[src/rtl/rtc_pkg.sv]
// Shared constants and the load-validation helper for the RTC time-of-day core.
package rtc_pkg;

    // Bit offsets of each BCD digit inside the packed time word.
    localparam int unsigned S1  = 0;
    localparam int unsigned S10 = 4;
    localparam int unsigned M1  = 8;
    localparam int unsigned M10 = 12;
    localparam int unsigned H1  = 16;
    localparam int unsigned H10 = 20;

    // BCD limits.
    localparam logic [3:0] BcdDigitMax  = 4'd9;
    localparam logic [3:0] BcdTensMax   = 4'd5;
    localparam logic [3:0] BcdH10Max    = 4'd2;
    localparam logic [7:0] BcdHourMax   = 8'h23;
    localparam logic [7:0] BcdMinSecMax = 8'h59;

    // True when the packed word is a legal 24-hour HH:MM:SS BCD time.
    function automatic logic rtc_time_is_valid(logic [23:0] t);
        logic ok;
        ok = 1'b1;
        for (int i = 0; i < 6; i++) begin
            if (t[i*4 +: 4] > BcdDigitMax) ok = 1'b0;
        end
        if (t[H10 +: 4] > BcdH10Max)  ok = 1'b0;
        // Digit checks above make a plain compare on the BCD pair correct.
        if (t[H1 +: 8] > BcdHourMax)  ok = 1'b0;
        if (t[M10 +: 4] > BcdTensMax) ok = 1'b0;
        if (t[S10 +: 4] > BcdTensMax) ok = 1'b0;
        return ok;
    endfunction

endpackage

[src/rtl/rtc_time_counter_if.sv]
// Host-side control and status bundle of the RTC time-of-day core.
interface rtc_time_counter_if;

    logic        run;
    logic        set_valid;
    logic [23:0] set_time;
    logic        adj_min;
    logic        adj_hour;
    logic [23:0] time_bcd;
    logic        sec_pulse;
    logic        set_err;

    // Host side.
    modport master (
        output run, set_valid, set_time, adj_min, adj_hour,
        input  time_bcd, sec_pulse, set_err
    );

    // Core side.
    modport slave (
        input  run, set_valid, set_time, adj_min, adj_hour,
        output time_bcd, sec_pulse, set_err
    );

endinterface

[src/rtl/rtc_bcd_mod_counter.sv]
// Two-digit BCD counter wrapping from MaxVal to 00, with synchronous load.
module rtc_bcd_mod_counter
    import rtc_pkg::*;
#(
    parameter logic [7:0] MaxVal = 8'h59
) (
    input  logic       sys_clk,
    input  logic       reset_n,
    input  logic       inc,
    input  logic       load,
    input  logic [7:0] load_val,
    output logic [7:0] q,
    output logic       carry
);

    logic [7:0] q_d, q_q;

    // Next value: load wins over increment; ones roll into tens, pair wraps at MaxVal.
    always_comb begin
        q_d = q_q;
        if (load) begin
            q_d = load_val;
        end else if (inc) begin
            if (q_q == MaxVal) begin
                q_d = 8'h00;
            end else if (q_q[3:0] == BcdDigitMax) begin
                q_d = {q_q[7:4] + 4'd1, 4'd0};
            end else begin
                q_d = {q_q[7:4], q_q[3:0] + 4'd1};
            end
        end
    end

    // Digit pair state.
    always_ff @(posedge sys_clk or negedge reset_n) begin
        if (!reset_n) q_q <= 8'h00;
        else          q_q <= q_d;
    end

    assign q     = q_q;
    assign carry = inc && (q_q == MaxVal);

endmodule

[src/rtl/rtc_time_counter.sv]
// RTC time-of-day core: 1 Hz prescaler, HH:MM:SS BCD chain, host load and adjust.
module rtc_time_counter
    import rtc_pkg::*;
#(
    parameter int unsigned TICK_DIV = 50_000_000
) (
    input  logic              sys_clk,
    input  logic              reset_n,
    rtc_time_counter_if.slave bus
);

    localparam int unsigned       CntW   = $clog2(TICK_DIV);
    localparam logic [CntW-1:0]   CntMax = CntW'(TICK_DIV - 1);

    logic [CntW-1:0] cnt_d, cnt_q;
    logic            pend_d, pend_q;
    logic            sec_pulse_d, sec_pulse_q;
    logic            set_err_d, set_err_q;

    logic       load_ok, tick, tick_apply;
    logic       adj_min_en, adj_hour_en;
    logic       sec_carry, min_carry, hour_carry;
    logic [7:0] sec_q, min_q, hour_q;

    // Prescaler, pending-tick flag and event priority: load > adjust > tick.
    always_comb begin
        load_ok     = bus.set_valid && rtc_time_is_valid(bus.set_time);
        tick        = bus.run && (cnt_q == CntMax);
        adj_min_en  = !bus.set_valid && bus.adj_min;
        adj_hour_en = !bus.set_valid && bus.adj_hour;
        tick_apply  = 1'b0;
        cnt_d       = cnt_q;
        pend_d      = pend_q;
        if (load_ok) begin
            // Valid load restarts the second and drops any tick.
            cnt_d  = '0;
            pend_d = 1'b0;
        end else begin
            if (bus.run) cnt_d = tick ? '0 : cnt_q + 1'b1;
            if (bus.set_valid || bus.adj_min || bus.adj_hour) begin
                pend_d = pend_q || tick;
            end else begin
                tick_apply = pend_q || tick;
                pend_d     = 1'b0;
            end
        end
        sec_pulse_d = tick_apply;
        set_err_d   = bus.set_valid && !load_ok;
    end

    // Prescaler and status flags.
    always_ff @(posedge sys_clk or negedge reset_n) begin
        if (!reset_n) begin
            cnt_q       <= '0;
            pend_q      <= 1'b0;
            sec_pulse_q <= 1'b0;
            set_err_q   <= 1'b0;
        end else begin
            cnt_q       <= cnt_d;
            pend_q      <= pend_d;
            sec_pulse_q <= sec_pulse_d;
            set_err_q   <= set_err_d;
        end
    end

    rtc_bcd_mod_counter #(
        .MaxVal (BcdMinSecMax)
    ) u_sec (
        .sys_clk  (sys_clk),
        .reset_n  (reset_n),
        .inc      (tick_apply),
        .load     (load_ok),
        .load_val (bus.set_time[S1 +: 8]),
        .q        (sec_q),
        .carry    (sec_carry)
    );

    // Adjusts never coincide with an applied tick, so adj_min cannot carry into hours.
    rtc_bcd_mod_counter #(
        .MaxVal (BcdMinSecMax)
    ) u_min (
        .sys_clk  (sys_clk),
        .reset_n  (reset_n),
        .inc      (adj_min_en || sec_carry),
        .load     (load_ok),
        .load_val (bus.set_time[M1 +: 8]),
        .q        (min_q),
        .carry    (min_carry)
    );

    rtc_bcd_mod_counter #(
        .MaxVal (BcdHourMax)
    ) u_hour (
        .sys_clk  (sys_clk),
        .reset_n  (reset_n),
        .inc      (adj_hour_en || (sec_carry && min_carry)),
        .load     (load_ok),
        .load_val (bus.set_time[H1 +: 8]),
        .q        (hour_q),
        .carry    (hour_carry)
    );

    logic unused_hour_carry;
    assign unused_hour_carry = hour_carry;

    assign bus.time_bcd  = {hour_q, min_q, sec_q};
    assign bus.sec_pulse = sec_pulse_q;
    assign bus.set_err   = set_err_q;

endmodule

[src/flat_wrapper.sv]
// flat-port wrapper written by rule: the top's interface ports become plain ports
module rtc_time_counter_flat import rtc_pkg::*;
#(
    parameter int unsigned TICK_DIV = 50_000_000
)
  (sys_clk, reset_n, bus_run, bus_set_valid, bus_set_time, bus_adj_min, bus_adj_hour, bus_time_bcd, bus_sec_pulse, bus_set_err);
  rtc_time_counter_if bus_i ();
  input  logic sys_clk;
  input  logic reset_n;
  input wire logic [$bits(bus_i.run)-1:0] bus_run;
  input wire logic [$bits(bus_i.set_valid)-1:0] bus_set_valid;
  input wire logic [$bits(bus_i.set_time)-1:0] bus_set_time;
  input wire logic [$bits(bus_i.adj_min)-1:0] bus_adj_min;
  input wire logic [$bits(bus_i.adj_hour)-1:0] bus_adj_hour;
  output wire logic [$bits(bus_i.time_bcd)-1:0] bus_time_bcd;
  output wire logic [$bits(bus_i.sec_pulse)-1:0] bus_sec_pulse;
  output wire logic [$bits(bus_i.set_err)-1:0] bus_set_err;
  assign bus_i.run = bus_run;
  assign bus_i.set_valid = bus_set_valid;
  assign bus_i.set_time = bus_set_time;
  assign bus_i.adj_min = bus_adj_min;
  assign bus_i.adj_hour = bus_adj_hour;
  assign bus_time_bcd = bus_i.time_bcd;
  assign bus_sec_pulse = bus_i.sec_pulse;
  assign bus_set_err = bus_i.set_err;
  rtc_time_counter #(.TICK_DIV(TICK_DIV)) u_core (.sys_clk(sys_clk), .reset_n(reset_n), .bus(bus_i));
endmodule
[config.mk]
export PLATFORM = sky130hd
export DESIGN_NAME = rtc_time_counter_flat
export DESIGN_NICKNAME = d
export VERILOG_FILES = /design/src/rtl/rtc_pkg.sv /design/src/rtl/rtc_time_counter_if.sv /design/src/rtl/rtc_bcd_mod_counter.sv /design/src/rtl/rtc_time_counter.sv /design/src/flat_wrapper.sv
export SDC_FILE = /design/constraint.sdc
export NUM_CORES = 1
export LEC_CHECK = 0
export ABC_AREA = 1
export BUFFER_PORTS_ARGS = -buffer_cell sky130_fd_sc_hd__buf_2
export CAP_MARGIN = 0
export CORE_UTILIZATION = 40
export DETAILED_ROUTE_END_ITERATION = 8
export GPL_ROUTABILITY_DRIVEN = 0
export GPL_TIMING_DRIVEN = 0
export PLACE_DENSITY_LB_ADDON = 0.25
export SETUP_SLACK_MARGIN = 0.15
export SKIP_LAST_GASP = 1
export SYNTH_ARGS = -nofsm -noshare
export SYNTH_HDL_FRONTEND = slang
export SYNTH_SLANG_ARGS = --single-unit
export TNS_END_PERCENT = 5
[constraint.sdc]
create_clock -name sys_clk -period 2 [get_ports sys_clk]
set_input_delay 0.1 -clock sys_clk [delete_from_list [all_inputs] [get_ports sys_clk]]
set_output_delay 0.1 -clock sys_clk [all_outputs]
set_load 0.02 [all_outputs]
* Word level (Yosys, flattened, before mapping)
Index checks and enable logic that the tools add are counted.
** Word-level totals
- Register bits :: 53
** Operators by class
- Add/subtract/negate cells :: 7
- Order comparisons :: 10
- Eq/ne operators :: 7
- Multiplexer cells :: 29
- Reductions and logical operators :: 25
** Operators with widths (count)
- 8-bit two-way mux :: 12
- 26-bit two-way mux :: 3
- 26-bit by 1-bit adder with 26-bit output (second input constant) :: 1
- 26-bit equality test (second input constant) :: 1
- 4-bit by 1-bit adder with 4-bit output (second input constant) :: 6
- 4-bit greater-than comparator (second input constant) :: 6
- 8-bit by 7-bit equality test with 1-bit output (second input constant) :: 2
- 1-bit two-way mux :: 14
- 4-bit equality test (second input constant) :: 3
- 3-bit nonzero test :: 3
- 8-bit by 6-bit equality test with 1-bit output (second input constant) :: 1
- 4-bit by 3-bit greater-than comparator with 1-bit output (second input constant) :: 2
- 8-bit by 6-bit greater-than comparator with 1-bit output (second input constant) :: 1
- 1-bit logical AND :: 8
- 2-bit nonzero test :: 4
- 2-bit AND reduction :: 3
- 1-bit logical OR :: 5
- 4-bit by 2-bit greater-than comparator with 1-bit output (second input constant) :: 1
- 1-bit zero test :: 2

* Depth between registers and ports, before layout
- Depth in word-level cells :: 20
- Gate-level depth with buffers :: 13
- Depth with buffers taken out :: 12

* Hierarchy
A second synthesis with hierarchy kept.
** Unflattened totals
- Cells, all modules :: 554
- Area total of the unflattened synthesis :: 3856.2 um^2
** By module, submodules not included
- rtc_time_counter :: instances 1, cells an instance 323, area each 2103.3 um^2
- rtc_bcd_mod_counter (u_core.u_min ...) :: instances 2, cells an instance 79, area each 591.8 um^2
- rtc_bcd_mod_counter (u_core.u_hour) :: instances 1, cells an instance 73, area each 569.3 um^2

* Worst setup path after synthesis
OpenSTA, ideal clock, no wires.
- Path type :: reg2reg
- Start point :: register u_core.u_sec.q_q[1], in the netlist u_core.u_sec.q[1]
- End point :: register u_core.u_hour.q_q[2], in the netlist u_core.u_hour.q[2]
- Arrival :: 1558 ps
- Setup slack :: 324 ps
- Cell stages (with the launch flop) :: 13
- Buffers on the path :: 1
- Clock period less this slack :: 1676 ps
- Cells stage by stage :: dfrtp_1 inv_1 ha_1 nand2_1 nor2_1 inv_1 nor2_1 nand4_1 nand2_1 buf_6 inv_2 nand2_1 nand2_1
** Between the ends
- Word-level cells in the longest chain between the ends :: 7
** Ends and longest elaborated chain
- start, declared :: line rtc_bcd_mod_counter.sv:16 : logic [7:0] q_d, q_q;
- start signal, assigned :: line rtc_bcd_mod_counter.sv:37 : else q_q <= q_d;
- 8-bit by 7-bit equality test with 1-bit output (*) :: line rtc_bcd_mod_counter.sv:41 : assign carry = inc && (q_q == MaxVal);
- 1-bit logical AND (*) :: line rtc_bcd_mod_counter.sv:41
- 1-bit logical OR :: line rtc_time_counter.sv:84 : .inc (adj_min_en || sec_carry),
- 1-bit logical AND :: line rtc_bcd_mod_counter.sv:41
- 1-bit logical AND (*) :: line rtc_time_counter.sv:96 : .inc (adj_hour_en || (sec_carry && min_carry)),
- 1-bit logical OR (*) :: line rtc_time_counter.sv:96
- 2-bit nonzero test (no source line) (*)
- end signal, assigned :: line rtc_bcd_mod_counter.sv:37
- end, declared :: line rtc_bcd_mod_counter.sv:16
Mark *: on every way between the ends. The rest lies on a longest branch, timed or not.
A chain may end at the register's enable or synchronous reset.

* Worst setup path in the final report
- Start point :: register u_core.u_sec.q_q[1], in the netlist u_core.u_sec.q[1]
- End point :: register u_core.u_hour.q_q[3], in the netlist u_core.u_hour.q[3]
Same word-level chain as after synthesis.

==> results.txt <==
The total routed wirelength came out at 9.39 mm. The final HPWL from detailed placement is 7.03 mm. STA classifies the critical path startpoint as a flip-flop. In the final timing run, aggregate negative setup slack is 0 ps. The number of hold violations in the final report is 0.

The residual overflow from global routing is 0. The worst min-delay path category is primary input to flip-flop. The detail-routed via count per cell came out at 5.07.

The leakage power of the design is 2.14 nW. The largest incremental delay on the critical path is 430 ps. The multi-input combinational cell area came out at roughly 2100 um2. After synthesis the cells add up to 3690 um2. The synthesis warning total is 0. Registers are responsible for 44.8% of the overall power.

The TritonCTS buffer count is 5. At the end of the flow, the number of nets in the layout was approximately 630. From synthesis to final layout, the design area changed by 16.2%.

The category of the most critical setup path is flip-flop to flip-flop. Clock-pin slew was measured on the worst setup and hold paths at approximately 110 ps. The tree is rooted in a sky130_fd_sc_hd__clkbuf_8. The clock power share came out at 21.2%. The final-layout fill cell count is around 900. The initial antenna violation count came out at 0. For this run, the detailed router's first-pass iteration total came to 7. STA puts the critical path data required time at 2220 ps. The initial standard-cell utilization of the core came out at 41.7%. The standard-cell row count came out at 34. The total internal power is 2.16 mW. Across all layers, the routed design uses 3514 vias. The H-tree depth reported by CTS is 2.

The sequential share of the synthesized area came out at 35.9%. The number of global-route vias before repair is 3298. The fmax came out at 572 MHz. The worst setup path is captured at a flip-flop.

The floorplan die area is around 9600 um2. The synthesized instance count is 517. In the finished design, the share of the clock period the worst path needs comes to 87.4%. Combinational logic is responsible for 34.0% of the overall power. Setup repair after global routing could not meet its margin everywhere. The final max-slew violation count was 0. The gate family responsible for the most delay along the worst path is simple AND/OR/NAND/NOR gates. The worst setup timing slack at the placement stage came out at 101 ps. The clock tree buffer depth is 2. TritonCTS built the clock tree. The I/O pin count came out at 56. STA puts the critical path data arrival time at 1970 ps. The horizontal die dimension came out at 98.1 um.

The source of the worst register-to-register timing path is u_core.u_sec.q[1]$_DFFE_PN0P_. The distinct cell type count of the synthesized netlist came out at 34. The cell that appears most often on the critical path is sky130_fd_sc_hd__nand2_1. The launching element of the worst setup path is u_core.u_sec.q[1]$_DFFE_PN0P_. The area of the placeable core came out at 8850 um2. At the pin with the least slew margin, the transition time is 703 ps. The clock tree skew after final layout came out at 14.8 ps.

The total DRC errors in the routed layout came out at 2. After layout, the minimum clock period comes to 1750 ps. The clock net in this run drives a total of 53 sinks. Entering global routing, the biggest net connects 54 pins. For this design the total switching power over the nets is about 1.4 mW. The all-layer global routing usage is 20.3%.

Across the run, the number of max-cap violations was 0. The checks that failed: DRC. Leaving out fill and tap cells, the most frequent cells in the layout are 163 x sky130_fd_sc_hd__nand2_1, 59 x sky130_fd_sc_hd__buf_2, 57 x sky130_fd_sc_hd__nor2_1.

The wire length of the first global-routing pass is 15.7 mm. Across all setup checks in the final design, the least slack found is approximately 250 ps. After the first detailed-routing iteration, the DRC count stood at 145. The highest net fanout along the worst path came out at 10.

The signal on the critical path passes through inv_1 > ha_1 > nand2_1 > nor2_4 > inv_1 > nor2_2 > nand4_1 > nand2_1 > buf_6 > inv_2 > nand2_1 > nand2_1. The worst-case IR drop observed on VDD is 0.500 mV. The synthesized design contains 53 register bits. Power spread over the standard cell area amounts to 839 nW/um2. The worst slew slack as a fraction of its limit came out at 53.2%. The fraction of power spent switching nets came out at 40.1%. The area taken by flip-flops and latches is between 1000 and 1500 um2.

Counting every net in the synthesized netlist gives 560. The average routed wire per standard cell came out at 13.6 um. The residual antenna-violating net count after detailed routing is 0. The buffering stage count on the worst path with inverters included came out at 4. The total inserted antenna cells came out at 0.

The library cell used most frequently in the layout, excluding fill and tap cells, is sky130_fd_sc_hd__nand2_1. The floorplan step set the die height to 98.1 um. The average instance in the mapped netlist occupies 7.14 um2. The slowest stage of the critical path belongs to the cell sky130_fd_sc_hd__dfrtp_1. Cells with a size suffix above 1 make up between 10% and 20% of the layout. Setup violations remaining at the end of the flow were counted as 0.

The flow ran to the end, but the final reports show violations. The source-to-sink clock delay at the later pin of the worst-skew pair is approximately 320 ps. The startpoint identified for the worst hold timing path is bus_set_time[3]. Buffers placed on the I/O ports in this run total 54.
routing by layer:
metal	wire length (um)	part of all wire, %	vias to the layer above	global-route usage (%)
met3	448	4.8	6	3.22
li1	-	-	1800	-
met5	0	0	-	0
met1	4470	48	1623	27.5
met2	4400	47	85	34.1
met4	79	0.84	0	4.55
worst paths after layout:
check | endpoint | cells past startpoint | slack [ps]
max reg2reg | u_core.u_hour.q[3]$_DFFE_PN0P_ | 12 | 250
min | u_core.u_sec.q[3]$_DFFE_PN0P_ | 3 | 20
min in group asynchronous | u_core.cnt_q[23]$_DFFE_PN0P_ | 2 | 360
min reg2reg | u_core.cnt_q[23]$_DFFE_PN0P_ | 2 | 500
max in group asynchronous | u_core.cnt_q[3]$_DFFE_PN0P_ | 2 | 1160
max | u_core.u_hour.q[3]$_DFFE_PN0P_ | 12 | 250
power by group through the flow:
stage | sequential [mW] | clock, mW | combinational, mW
2_1_floorplan | 1.71 | 0 | 0.710
3_3_place_gp | 1.62 | 0 | 1.15
3_5_place_dp | 1.64 | 0 | 1.18
4_1_cts | 1.61 | 0.782 | 1.20
5_1_grt | 1.67 | 0.811 | 1.39
6_report | 1.61 | 0.762 | 1.22
worst min-delay path, delay by kind of cell:
kind	cells	cell delay, ps
AND/OR/NAND/NOR	2	120
buffers and inverters	1	100
Yosys cell counts:
cell	number	area [um2]
sky130_fd_sc_hd__inv_2	3	11.3
sky130_fd_sc_hd__nand2_4	4	45.0
sky130_fd_sc_hd__nand3_2	4	40.0
sky130_fd_sc_hd__nor3_2	2	20.0
sky130_fd_sc_hd__o31ai_1	2	15.0
sky130_fd_sc_hd__or2_2	1	6.26
sky130_fd_sc_hd__nor2_2	3	18.8
sky130_fd_sc_hd__o21ai_0	22	110
sky130_fd_sc_hd__nand4_1	17	106
sky130_fd_sc_hd__nand2_2	9	56.3
sky130_fd_sc_hd__o21ai_2	1	8.76
sky130_fd_sc_hd__or2_0	2	12.5
sky130_fd_sc_hd__nand3b_1	3	22.5
sky130_fd_sc_hd__buf_4	1	7.51
sky130_fd_sc_hd__nor3b_2	1	12.5
sky130_fd_sc_hd__nor2_1	59	221
sky130_fd_sc_hd__a21oi_1	5	25.0
sky130_fd_sc_hd__xnor2_1	7	61.3
sky130_fd_sc_hd__buf_6	3	33.8
sky130_fd_sc_hd__nor3b_1	1	7.51
sky130_fd_sc_hd__inv_1	44	165
sky130_fd_sc_hd__nor3_1	9	45.0
sky130_fd_sc_hd__o21ai_1	12	60.1
sky130_fd_sc_hd__nor3_4	2	32.5
sky130_fd_sc_hd__nand2_1	163	612
sky130_fd_sc_hd__dfrtp_1	53	1330
sky130_fd_sc_hd__xor2_1	17	149
sky130_fd_sc_hd__nor2_4	3	33.8
sky130_fd_sc_hd__buf_2	6	30.0
sky130_fd_sc_hd__a31oi_1	1	6.26
sky130_fd_sc_hd__mux2i_1	1	10.0
sky130_fd_sc_hd__nand3_1	42	210
sky130_fd_sc_hd__ha_1	13	163
sky130_fd_sc_hd__o211ai_1	1	7.51
registers in the layout, indices dropped and copies added (netlist names):
register and flops:
u_core.bus.sec_pulse 1, u_core.bus.set_err 1, u_core.cnt_q 26, u_core.pend_q 1, u_core.u_hour.q 8, u_core.u_min.q 8, u_core.u_sec.q 8
cell families (layout without fill, tap and decap cells):
group | after synthesis | after routing | share of synthesized area, %
buffers and inverters | 57 | 125 | 6.71
adders and majority gates | 13 | 13 | 4.41
and+or+nand+nor | 325 | 325 | 40.7
AOI/OAI and AO/OA | 44 | 44 | 6.30
xor gates and xnor gates | 24 | 24 | 5.69
muxes | 1 | 1 | 0.271
DFF | 53 | 53 | 35.9
per-stage QoR:
stage	cells	util, %	cell area, um2	power (mW)	hold slack (ps)
6_report	693	48.5	4290	3.60	19.9
5_1_grt	693	48.5	4290	3.86	45.2
4_1_cts	690	48.0	4250	3.60	11.2
3_5_place_dp	679	46.3	4100	2.82	304
3_3_place_gp	679	46.3	4100	2.78	311
2_1_floorplan	517	-	3690	2.42	-196
final cells by class:
class | instances | share of cell area, %
clock inverters | 3 | 1.08
flip-flops and latches | 53 | 30.9
inverters | 47 | 4.17
clock buffers | 5 | 1.60
repair buffers | 60 | 7.58
well taps | 108 | 3.15
multi-input cells | 407 | 49.8
plain buffers | 10 | 1.66
what timing repair did:
action,4_1_cts,5_1_grt
gates resized for setup,2,4
hold buffers,2,1
setup endpoints to repair,25,30
gates cloned,0,0
setup buffers,1,2
hold endpoints to repair,2,53
(Power assumes the default switching activity.)
